## config.mk

```make
export PLATFORM = sky130hd
export DESIGN_NAME = framebuffer_write_arbiter_flat
export DESIGN_NICKNAME = d
export VERILOG_FILES = /design/src/rtl/framebuffer_write_arbiter_if.sv /design/src/rtl/framebuffer_write_arbiter.sv /design/src/flat_wrapper.sv
export SDC_FILE = /design/constraint.sdc
export NUM_CORES = 1
export LEC_CHECK = 0
export CORE_ASPECT_RATIO = 1.75
export CORE_MARGIN = 2
export CORE_UTILIZATION = 43
export DETAILED_ROUTE_END_ITERATION = 8
export PLACE_DENSITY = 0.85
export SETUP_SLACK_MARGIN = 0.2
export SYNTH_ARGS = -nofsm -noshare
export SYNTH_HDL_FRONTEND = slang
export SYNTH_SLANG_ARGS = --single-unit
export TNS_END_PERCENT = 5
```

## constraint.sdc

```tcl
create_clock -name vga_clock -period 1.75 [get_ports vga_clock]
set_input_delay 0.175 -clock vga_clock [delete_from_list [all_inputs] [get_ports vga_clock]]
set_output_delay 0.175 -clock vga_clock [all_outputs]
set_load 0.05 [all_outputs]
```

## src/rtl/framebuffer_write_arbiter_if.sv

```systemverilog
// framebuffer_write_arbiter_if
//   Bundles the two requester handshakes, the clear-engine controls and the
//   framebuffer write port. The clock and reset stay as plain module ports.
//
//   Signals:
//     req0_valid/ready/address/data  requester 0 handshake
//     req1_valid/ready/address/data  requester 1 handshake
//     clear_start, clear_color       clear-engine start pulse and fill value
//     clear_busy, addr_error         clear status and sticky range-error flag
//     write_signal/address/data      registered framebuffer write port
//
//   Modports:
//     master  the writer side (requesters, clear control, framebuffer)
//     slave   the arbiter
interface framebuffer_write_arbiter_if #(
  parameter int ADDR_WIDTH = 19,
  parameter int DATA_WIDTH = 8
);
  logic                  req0_valid;
  logic                  req0_ready;
  logic [ADDR_WIDTH-1:0] req0_address;
  logic [DATA_WIDTH-1:0] req0_data;

  logic                  req1_valid;
  logic                  req1_ready;
  logic [ADDR_WIDTH-1:0] req1_address;
  logic [DATA_WIDTH-1:0] req1_data;

  logic                  clear_start;
  logic [DATA_WIDTH-1:0] clear_color;
  logic                  clear_busy;
  logic                  addr_error;

  logic                  write_signal;
  logic [ADDR_WIDTH-1:0] write_address;
  logic [DATA_WIDTH-1:0] write_data;

  modport master (
    output req0_valid, req0_address, req0_data,
    output req1_valid, req1_address, req1_data,
    output clear_start, clear_color,
    input  req0_ready, req1_ready,
    input  clear_busy, addr_error,
    input  write_signal, write_address, write_data
  );

  modport slave (
    input  req0_valid, req0_address, req0_data,
    input  req1_valid, req1_address, req1_data,
    input  clear_start, clear_color,
    output req0_ready, req1_ready,
    output clear_busy, addr_error,
    output write_signal, write_address, write_data
  );
endinterface

```

## src/rtl/framebuffer_write_arbiter.sv

```systemverilog
// framebuffer_write_arbiter
//   Shares the single framebuffer write port between two requesters with
//   round-robin arbitration, and provides a clear engine that fills every
//   location 0..FB_WORDS-1 with one color. Readies are combinational; the
//   write port is registered, so an accepted request is written one cycle
//   later. Requests aimed past the end of the framebuffer are accepted but
//   dropped, and raise a sticky addr_error.
//
//   Ports:
//     vga_clock  sole clock, posedge
//     reset_n    asynchronous active-low reset
//     bus        framebuffer_write_arbiter_if.slave (requests, clear, write port)
//
//   ADDR_WIDTH/DATA_WIDTH must match the parameters of the connected interface.
module framebuffer_write_arbiter #(
  parameter int ADDR_WIDTH = 19,
  parameter int DATA_WIDTH = 8,
  parameter int FB_WORDS   = 307200
) (
  input  logic                         vga_clock,
  input  logic                         reset_n,
  framebuffer_write_arbiter_if.slave   bus
);

  // One extra bit so FB_WORDS == 2**ADDR_WIDTH still compares correctly.
  localparam logic [ADDR_WIDTH:0]   FB_LIMIT  = (ADDR_WIDTH + 1)'(FB_WORDS);
  localparam logic [ADDR_WIDTH-1:0] LAST_ADDR = ADDR_WIDTH'(FB_WORDS - 1);

  typedef enum logic {IDLE, CLEAR} state_t;

  state_t                state;
  state_t                next_state;
  logic                  rr_ptr;        // requester favoured on a tie
  logic [ADDR_WIDTH-1:0] counter;       // next clear address
  logic [DATA_WIDTH-1:0] color;         // fill value latched at clear_start

  logic                  grant0;
  logic                  grant1;
  logic                  grant_any;
  logic [ADDR_WIDTH-1:0] grant_address;
  logic [DATA_WIDTH-1:0] grant_data;
  logic                  grant_in_range;

  logic                  write_signal_q;
  logic [ADDR_WIDTH-1:0] write_address_q;
  logic [DATA_WIDTH-1:0] write_data_q;
  logic                  clear_busy_q;
  logic                  addr_error_q;

  // Next-state and grant decode.
  // NOTE: every output of this block is given a default first so no path
  // leaves a signal unassigned, which would otherwise infer a latch.
  always_comb begin
    next_state = state;
    grant0     = 1'b0;
    grant1     = 1'b0;
    case (state)
      IDLE: begin
        // A clear start takes the cycle; neither requester is granted.
        if (bus.clear_start) begin
          next_state = CLEAR;
        end else if (bus.req0_valid && bus.req1_valid) begin
          grant0 = ~rr_ptr;
          grant1 = rr_ptr;
        end else begin
          grant0 = bus.req0_valid;
          grant1 = bus.req1_valid;
        end
      end
      CLEAR: begin
        if (counter == LAST_ADDR) next_state = IDLE;
      end
    endcase
  end

  assign grant_any      = grant0 | grant1;
  assign grant_address  = grant1 ? bus.req1_address : bus.req0_address;
  assign grant_data     = grant1 ? bus.req1_data    : bus.req0_data;
  assign grant_in_range = {1'b0, grant_address} < FB_LIMIT;

  // NOTE: sequential state uses non-blocking assignments so every register
  // samples the pre-edge values, independent of statement order.
  always_ff @(posedge vga_clock or negedge reset_n) begin
    if (!reset_n) begin
      state           <= IDLE;
      rr_ptr          <= 1'b0;
      counter         <= '0;
      color           <= '0;
      write_signal_q  <= 1'b0;
      write_address_q <= '0;
      write_data_q    <= '0;
      clear_busy_q    <= 1'b0;
      addr_error_q    <= 1'b0;
    end else begin
      state          <= next_state;
      write_signal_q <= 1'b0;
      case (state)
        IDLE: begin
          clear_busy_q <= bus.clear_start;
          if (bus.clear_start) begin
            color   <= bus.clear_color;
            counter <= '0;
          end else if (grant_any) begin
            // The other requester is favoured after any grant, even a dropped one.
            rr_ptr <= grant0;
            if (grant_in_range) begin
              write_signal_q  <= 1'b1;
              write_address_q <= grant_address;
              write_data_q    <= grant_data;
            end else begin
              addr_error_q <= 1'b1;
            end
          end
        end
        CLEAR: begin
          // Busy stays up until the cycle the last address is on the port.
          clear_busy_q    <= 1'b1;
          write_signal_q  <= 1'b1;
          write_address_q <= counter;
          write_data_q    <= color;
          if (counter != LAST_ADDR) counter <= counter + ADDR_WIDTH'(1);
        end
      endcase
    end
  end

  assign bus.req0_ready    = grant0;
  assign bus.req1_ready    = grant1;
  assign bus.write_signal  = write_signal_q;
  assign bus.write_address = write_address_q;
  assign bus.write_data    = write_data_q;
  assign bus.clear_busy    = clear_busy_q;
  assign bus.addr_error    = addr_error_q;

endmodule

```

## src/flat_wrapper.sv

```systemverilog
// flat-port wrapper written by rule: the top's interface ports become plain ports
module framebuffer_write_arbiter_flat 
#(
  parameter int ADDR_WIDTH = 19,
  parameter int DATA_WIDTH = 8,
  parameter int FB_WORDS   = 307200
)
  (vga_clock, reset_n, bus_req0_valid, bus_req0_address, bus_req0_data, bus_req1_valid, bus_req1_address, bus_req1_data, bus_clear_start, bus_clear_color, bus_req0_ready, bus_req1_ready, bus_clear_busy, bus_addr_error, bus_write_signal, bus_write_address, bus_write_data);
  framebuffer_write_arbiter_if #(.ADDR_WIDTH(ADDR_WIDTH), .DATA_WIDTH(DATA_WIDTH)) bus_i ();
  input  logic vga_clock;
  input  logic reset_n;
  input wire logic [$bits(bus_i.req0_valid)-1:0] bus_req0_valid;
  input wire logic [$bits(bus_i.req0_address)-1:0] bus_req0_address;
  input wire logic [$bits(bus_i.req0_data)-1:0] bus_req0_data;
  input wire logic [$bits(bus_i.req1_valid)-1:0] bus_req1_valid;
  input wire logic [$bits(bus_i.req1_address)-1:0] bus_req1_address;
  input wire logic [$bits(bus_i.req1_data)-1:0] bus_req1_data;
  input wire logic [$bits(bus_i.clear_start)-1:0] bus_clear_start;
  input wire logic [$bits(bus_i.clear_color)-1:0] bus_clear_color;
  output wire logic [$bits(bus_i.req0_ready)-1:0] bus_req0_ready;
  output wire logic [$bits(bus_i.req1_ready)-1:0] bus_req1_ready;
  output wire logic [$bits(bus_i.clear_busy)-1:0] bus_clear_busy;
  output wire logic [$bits(bus_i.addr_error)-1:0] bus_addr_error;
  output wire logic [$bits(bus_i.write_signal)-1:0] bus_write_signal;
  output wire logic [$bits(bus_i.write_address)-1:0] bus_write_address;
  output wire logic [$bits(bus_i.write_data)-1:0] bus_write_data;
  assign bus_i.req0_valid = bus_req0_valid;
  assign bus_i.req0_address = bus_req0_address;
  assign bus_i.req0_data = bus_req0_data;
  assign bus_i.req1_valid = bus_req1_valid;
  assign bus_i.req1_address = bus_req1_address;
  assign bus_i.req1_data = bus_req1_data;
  assign bus_i.clear_start = bus_clear_start;
  assign bus_i.clear_color = bus_clear_color;
  assign bus_req0_ready = bus_i.req0_ready;
  assign bus_req1_ready = bus_i.req1_ready;
  assign bus_clear_busy = bus_i.clear_busy;
  assign bus_addr_error = bus_i.addr_error;
  assign bus_write_signal = bus_i.write_signal;
  assign bus_write_address = bus_i.write_address;
  assign bus_write_data = bus_i.write_data;
  framebuffer_write_arbiter #(.ADDR_WIDTH(ADDR_WIDTH), .DATA_WIDTH(DATA_WIDTH), .FB_WORDS(FB_WORDS)) u_core (.vga_clock(vga_clock), .reset_n(reset_n), .bus(bus_i));
endmodule
```

Word-level counts from Yosys, hierarchy flattened
Cells that the tools add are included.
Widths: inputs -> output; s select.
- $add $sub $neg: 1
- multipliers: 0
- divide/modulo/power cells: 0
- order comparisons: 1
- equality and inequality tests: 7
- shift-type cells: 0
- mux-type cells: 27
- bitwise logic cells: 5
- reductions and logical operators: 6
- operators by type and width (cell ; number):
    $mux 19 ; 6
    $pmux 19 s2 ; 2
    $mux 8 ; 4
    $add 19x1->19 const B ; 1
    $eq 19x19->1 const B ; 1
    $lt 19x19->1 const B ; 1
    $ne 19x19->1 const B ; 1
    $pmux 8 s2 ; 1
    $mux 1 ; 11
    $ne 2x2->1 const B ; 3
    $pmux 1 s2 ; 3
    $reduce_and 3->1 ; 2
    $ne 2x1->1 const B ; 2
    $not 1->1 ; 4
    $reduce_and 2->1 ; 2
    $reduce_and 4->1 ; 1
    $logic_and 1x1->1 ; 1
    $or 1x1->1 ; 1
- bits in registers: 59
- bits in latches: 0
- memory bits (writable): 0
- memory bits (read-only): 0
- bits of input ports: 67
- output and inout bits: 32
- logic and storage cells: 56
- memories kept: 0

Longest topological paths before layout
- word-level depth: 10
- mapped depth: 8
- mapped depth without buffers: 6

Worst setup path after synthesis
No wires, ideal clock.
- path type: register -> register
- start point: register u_core.rr_ptr
- end point: register u_core.write_address_q[13], in the netlist u_core.bus.write_address[13]
- library setup time: 0.133 ns
- arrival time: 1.728 ns
- data required time: 1.617 ns
- setup slack: -0.111 ns
- stages on the path, launching flop included: 7
- buffers on the path: 0
- clock period less this slack: 1.861 ns
- cells stage by stage: dfrtp_1 nand2b_1 nand3_2 clkinv_1 mux2_2 mux2i_1 o21ai_0
- longest elaborated chain between the ends: 8
- elaborated cells on any way between the ends: 17
- classes of those cells: order compare (1); eq/ne (2); mux (11); bitwise (2); reduce/logical (1)
- ends and longest elaborated chain (element ; line ; source):
    from (decl) ; framebuffer_write_arbiter.sv:33 ; logic rr_ptr;
    from (signal assigned) ; framebuffer_write_arbiter.sv:105 ; rr_ptr <= grant0;
    $mux 1 (*) ; framebuffer_write_arbiter.sv:62 ; end else if (bus.req0_valid && bus.req1_valid) begin
    $mux 1 (*) ; framebuffer_write_arbiter.sv:60 ; if (bus.clear_start) begin
    $mux 1 (*) ; framebuffer_write_arbiter.sv:57 ; case (state)
    named net bus_req1_ready ; flat_wrapper.sv:21 ; output wire logic [$bits(bus_i.req1_ready)-1:0] bus_req1_ready;
    parallel branches: the longest is 5 deep, another holds $lt 19x19->1 ; n/a ;
    to (signal assigned) ; framebuffer_write_arbiter.sv:108 ; write_address_q <= grant_address;
    to (signal assigned) ; framebuffer_write_arbiter.sv:119 ; write_address_q <= counter;
    to (decl) ; framebuffer_write_arbiter.sv:45 ; logic [ADDR_WIDTH-1:0] write_address_q;
Mark *: on every way through the listed nets, which the timed path passes. The select of a mux whose other input is x is not followed.
A chain may end at the register's enable or synchronous reset.

Worst setup path in the final report
- start point: register u_core.state
- end point: register u_core.write_data_q[1], in the netlist u_core.bus.write_data[1]
- longest elaborated chain between the ends: 6
- elaborated cells on any way between the ends: 15
- classes of those cells: order compare (1); eq/ne (3); mux (8); bitwise (2); reduce/logical (1)
- ends and longest elaborated chain (element ; line ; source):
    from (decl) ; framebuffer_write_arbiter.sv:31 ; state_t state;
    from (signal assigned) ; framebuffer_write_arbiter.sv:95 ; state <= next_state;
    parallel branches: the longest is 6 deep, another holds $lt 19x19->1 ; n/a ;
    to (signal assigned) ; framebuffer_write_arbiter.sv:109 ; write_data_q <= grant_data;
    to (signal assigned) ; framebuffer_write_arbiter.sv:120 ; write_data_q <= color;
    to (decl) ; framebuffer_write_arbiter.sv:46 ; logic [DATA_WIDTH-1:0] write_data_q;
Several ways; the timed one is not identified. The select of a mux whose other input is x is not followed.

==> results.py <==
metrics = {
    "die": {
        "initial_core_util_pct": 44.6,
        "fp-row-count": 42,
        "die-area_mm2": 0.00866,
        "die_w_um": 71.2,
        "die_y_um": 122,
        "ios": 99,
        "core_area_mm2": 0.00762,
    },
    "synth": {
        "synth_edf_count": 0,
        "syn_nets": 400,
        "post_synth.cell_area_avg_um2": 10.2,
        "synth.most_common_cell": "dfrtp_1",
        "yosysTopAreaCell": "dfrtp_1",
        "ys_seq_area_share_pct": 43.4,
        "synth_top_flop_cell": "dfrtp_1",
        "yosys_warnings": 0,
        "yosys-top-cells-count": "dfrtp_1, nand2_1, mux2_2, o21ai_0, mux2i_1",
        "async_reset_ff_share_pct": 100,
        "synth_top_area_share_pct": 43.4,
        "ys_ff_latch": 59,
        "synth_area_leaders": "dfrtp_1, mux2_2, mux2i_1",
        "synth.distinct_cells": 52,
        "synth_cells": 332,
        "syn_area_mm2": 0.00340,
    },
    "layout": {
        "multi_input_area_mm2": 0.00194,
        "nets": 530,
        "layout-drive-gt1-share_pct": 28.7,
        "seq_area_mm2": 0.00148,
        "final_cells": 555,
        "diodes": 0,
        "fillers": 459,
        "post-route-cell-area_mm2": 0.00538,
        "syn2layout_area_growth_pct": 58.2,
        "utilization_pct": 70.6,
    },
    "sta": {
        "slew_violations": 0,
        "finalSetupViolations": 26,
        "rsz0062_at_grt": "true",
        "timing_hold_violations_final": 0,
        "finalCritPeriodShare_pct": 106,
        "period_minus_slack_ps": 1850,
        "max_freq_mhz": 540,
        "worst_slew_pin_slew_ps": 550,
        "fin_ws_ps": -103,
        "fin_skew_ps": 16.1,
        "slew_headroom_pct": 63.3,
    },
    "clock_tree": {
        "clockBufferDepth": 2,
        "root_buffer": "clkbuf_16",
        "cts_tree": "yes",
        "htree_levels": 3,
        "cts.sinks": 59,
        "cts_buffers": 9,
        "clkTransAtPathRegs_ps": 50,
        "clock_latency_ps": 340,
    },
    "drt": {
        "viasPerCell": 5.83,
        "wire_per_inst_um": 21.1,
        "postRouteAntennaNets": 0,
        "drt_pass1_iterations": 4,
        "vias": 3234,
        "drt-total-wl_mm": 11.7,
        "drc_errors": 0,
        "drtIter0Drc": 236,
    },
    "pwr": {
        "leakagePower_uw": 0.00230,
        "ir_drop_mv": 0.589,
        "p_per_area_mw_per_mm2": 1120,
    },
    "global_route": {
        "grtUsageTotal_pct": 24.6,
        "grt_first_pass_wirelength_mm": 16.5,
        "grt_max_degree": 60,
        "grt_pass1_vias": 3389,
        "antenna_found_initial": 0,
        "overflow": 0,
    },
    "critical_path": {
        "path_cells": "nor3b_4 > nand2_2 > o22ai_4 > buf_12 > clkbuf_16 > mux2i_1 > o21ai_1",
        "critical_path_class": "flip-flop to flip-flop",
        "cp-start-kind": "flip-flop",
        "cp.arrival_ps": 2060,
        "cp_top_family": "flip-flops",
        "cp_max_fo": 5,
        "crit_path_max_incr_delay_ps": 460,
        "worstPathRequired_ps": 1960,
        "endpoint_kind": "flip-flop",
        "cp_slowest_cell": "dfrtp_2",
        "worst-path-buf-inv": 2,
    },
    "run_status": {
        "status": "complete, but fails checks",
        "failed_checks": "negative setup slack",
    },
    "place": {
        "finalWeightedCongestion": 0.934,
        "place_inst": 531,
        "dpl.hpwl_mm": 6.91,
        "place_ws_ps": -417,
        "portBuffers": 98,
        "dpl_cell_area_mm2": 0.00471,
    },
    "job": {
        "drv_cap": 0,
    },
    "hold_path": {
        "hp-class": "input pin to async pin",
    },
}
sequential cells by signal, summed over array words and instances (netlist names):
signal	flops
u_core.bus.write_address	19
u_core.bus.clear_busy	1
u_core.bus.write_signal	1
u_core.bus.write_data	8
u_core.state	1
u_core.counter	19
u_core.rr_ptr	1
u_core.color	8
u_core.bus.addr_error	1
placed cells by master, fill, tap and decap left out, types with 3 or more instances in the layout:
| cell type | count |
|---|---|
| clkdlybuf4s50_1 | 80 |
| dfrtp_1 | 57 |
| nand2_1 | 42 |
| mux2_2 | 36 |
| buf_4 | 34 |
| mux2i_1 | 21 |
| o21ai_1 | 18 |
| dlymetal6s2s_1 | 12 |
| nand3_1 | 11 |
| o21ai_0 | 11 |
| clkbuf_16 | 11 |
| nor2_1 | 10 |
| xnor2_1 | 9 |
| nor3b_1 | 7 |
| buf_12 | 7 |
| mux2i_4 | 6 |
| a21oi_1 | 5 |
| a21o_1 | 5 |
| a22o_1 | 4 |
| and3_1 | 3 |
| nand3_2 | 3 |
| nand4_1 | 3 |
| nor3_1 | 3 |
| nor3_2 | 3 |
| a31oi_1 | 3 |
| o21ai_2 | 3 |
| clkbuf_8 | 3 |
| bufinv_16 | 3 |
where the power goes:
group | internal [uW] | switching (uW) | leakage (uW)
Sequential | 1630 | 267 | 0.000698
Combinational | 880 | 1100 | 0.00142
Clock | 1500 | 644 | 0.000179
worst reg2reg max path: stages, from the launching register on:
cell and delay [ps]:
dfrtp_2 460, nor3b_4 250, nand2_2 120, o22ai_4 250, buf_12 170, clkbuf_16 150
mux2i_1 240, o21ai_1 100
cell type report:
type | count | area share (%)
multi-input combinational | 247 | 36.0
sequential | 59 | 27.5
timing repair buffer | 141 | 27.3
clock buffer | 12 | 4.95
tap | 88 | 2.05
clock inverter | 4 | 1.77
inverter | 4 | 0.372
metal layers:
metal | track usage (%) | vias to the layer above | part of all wire, %
met5 | 0 | - | 0
met4 | 12.6 | 0 | 3.1
met3 | 5.05 | 26 | 5.6
met2 | 44.2 | 145 | 56
met1 | 26.7 | 1603 | 35
li1 | - | 1460 | -
per-stage QoR:
stage	TNS (ps)	power, uW	hold slack (ps)
after detailed placement	-10500	3730	200
after global routing	-2960	6230	406
after global placement	-5910	3660	197
after floorplan	0	2970	-121
final	-1100	6030	349
after CTS	0	5890	381
timing repair:
item                                   4_1_cts  5_1_grt
pin swaps                                    4       10
cloned                                       1        2
hold buffers                                 1        0
setup buffers                                2        2
endpoints found under the hold margin       59        0
resized for setup                            9       56
setup endpoints to repair                   74       84
worst paths after layout:
check / end / slack, ps / from / depth (start not counted)
worst min-delay path: u_core.counter[5]$_DFFE_PN0P_ / 350 / reset_n / 3
worst max-delay path: u_core.bus.write_data[1]$_DFFE_PN0P_ / -100 / u_core.state$_DFF_PN0_ / 7
worst min register to register: u_core.bus.write_data[5]$_DFFE_PN0P_ / 500 / u_core.color[5]$_DFFE_PN0P_ / 2
max in group asynchronous: u_core.state$_DFF_PN0_ / 1090 / reset_n / 3
worst max register to register: u_core.bus.write_data[1]$_DFFE_PN0P_ / -100 / u_core.state$_DFF_PN0_ / 7
min in group vga_clock: u_core.counter[15]$_DFFE_PN0P_ / 430 / bus_clear_start / 3
cells by family (layout without fill, tap and decap cells):
logic type	count (synthesis)	after routing	share of synthesized area, %
compound gates	64	64	11.6
xor+xnor	10	10	2.58
flops	59	59	43.4
fa+ha+maj	1	1	0.368
simple gates	108	108	17.0
buf+inv	26	161	4.90
mux	64	64	20.2
Note: power is estimated with default switching activity, not from simulation.
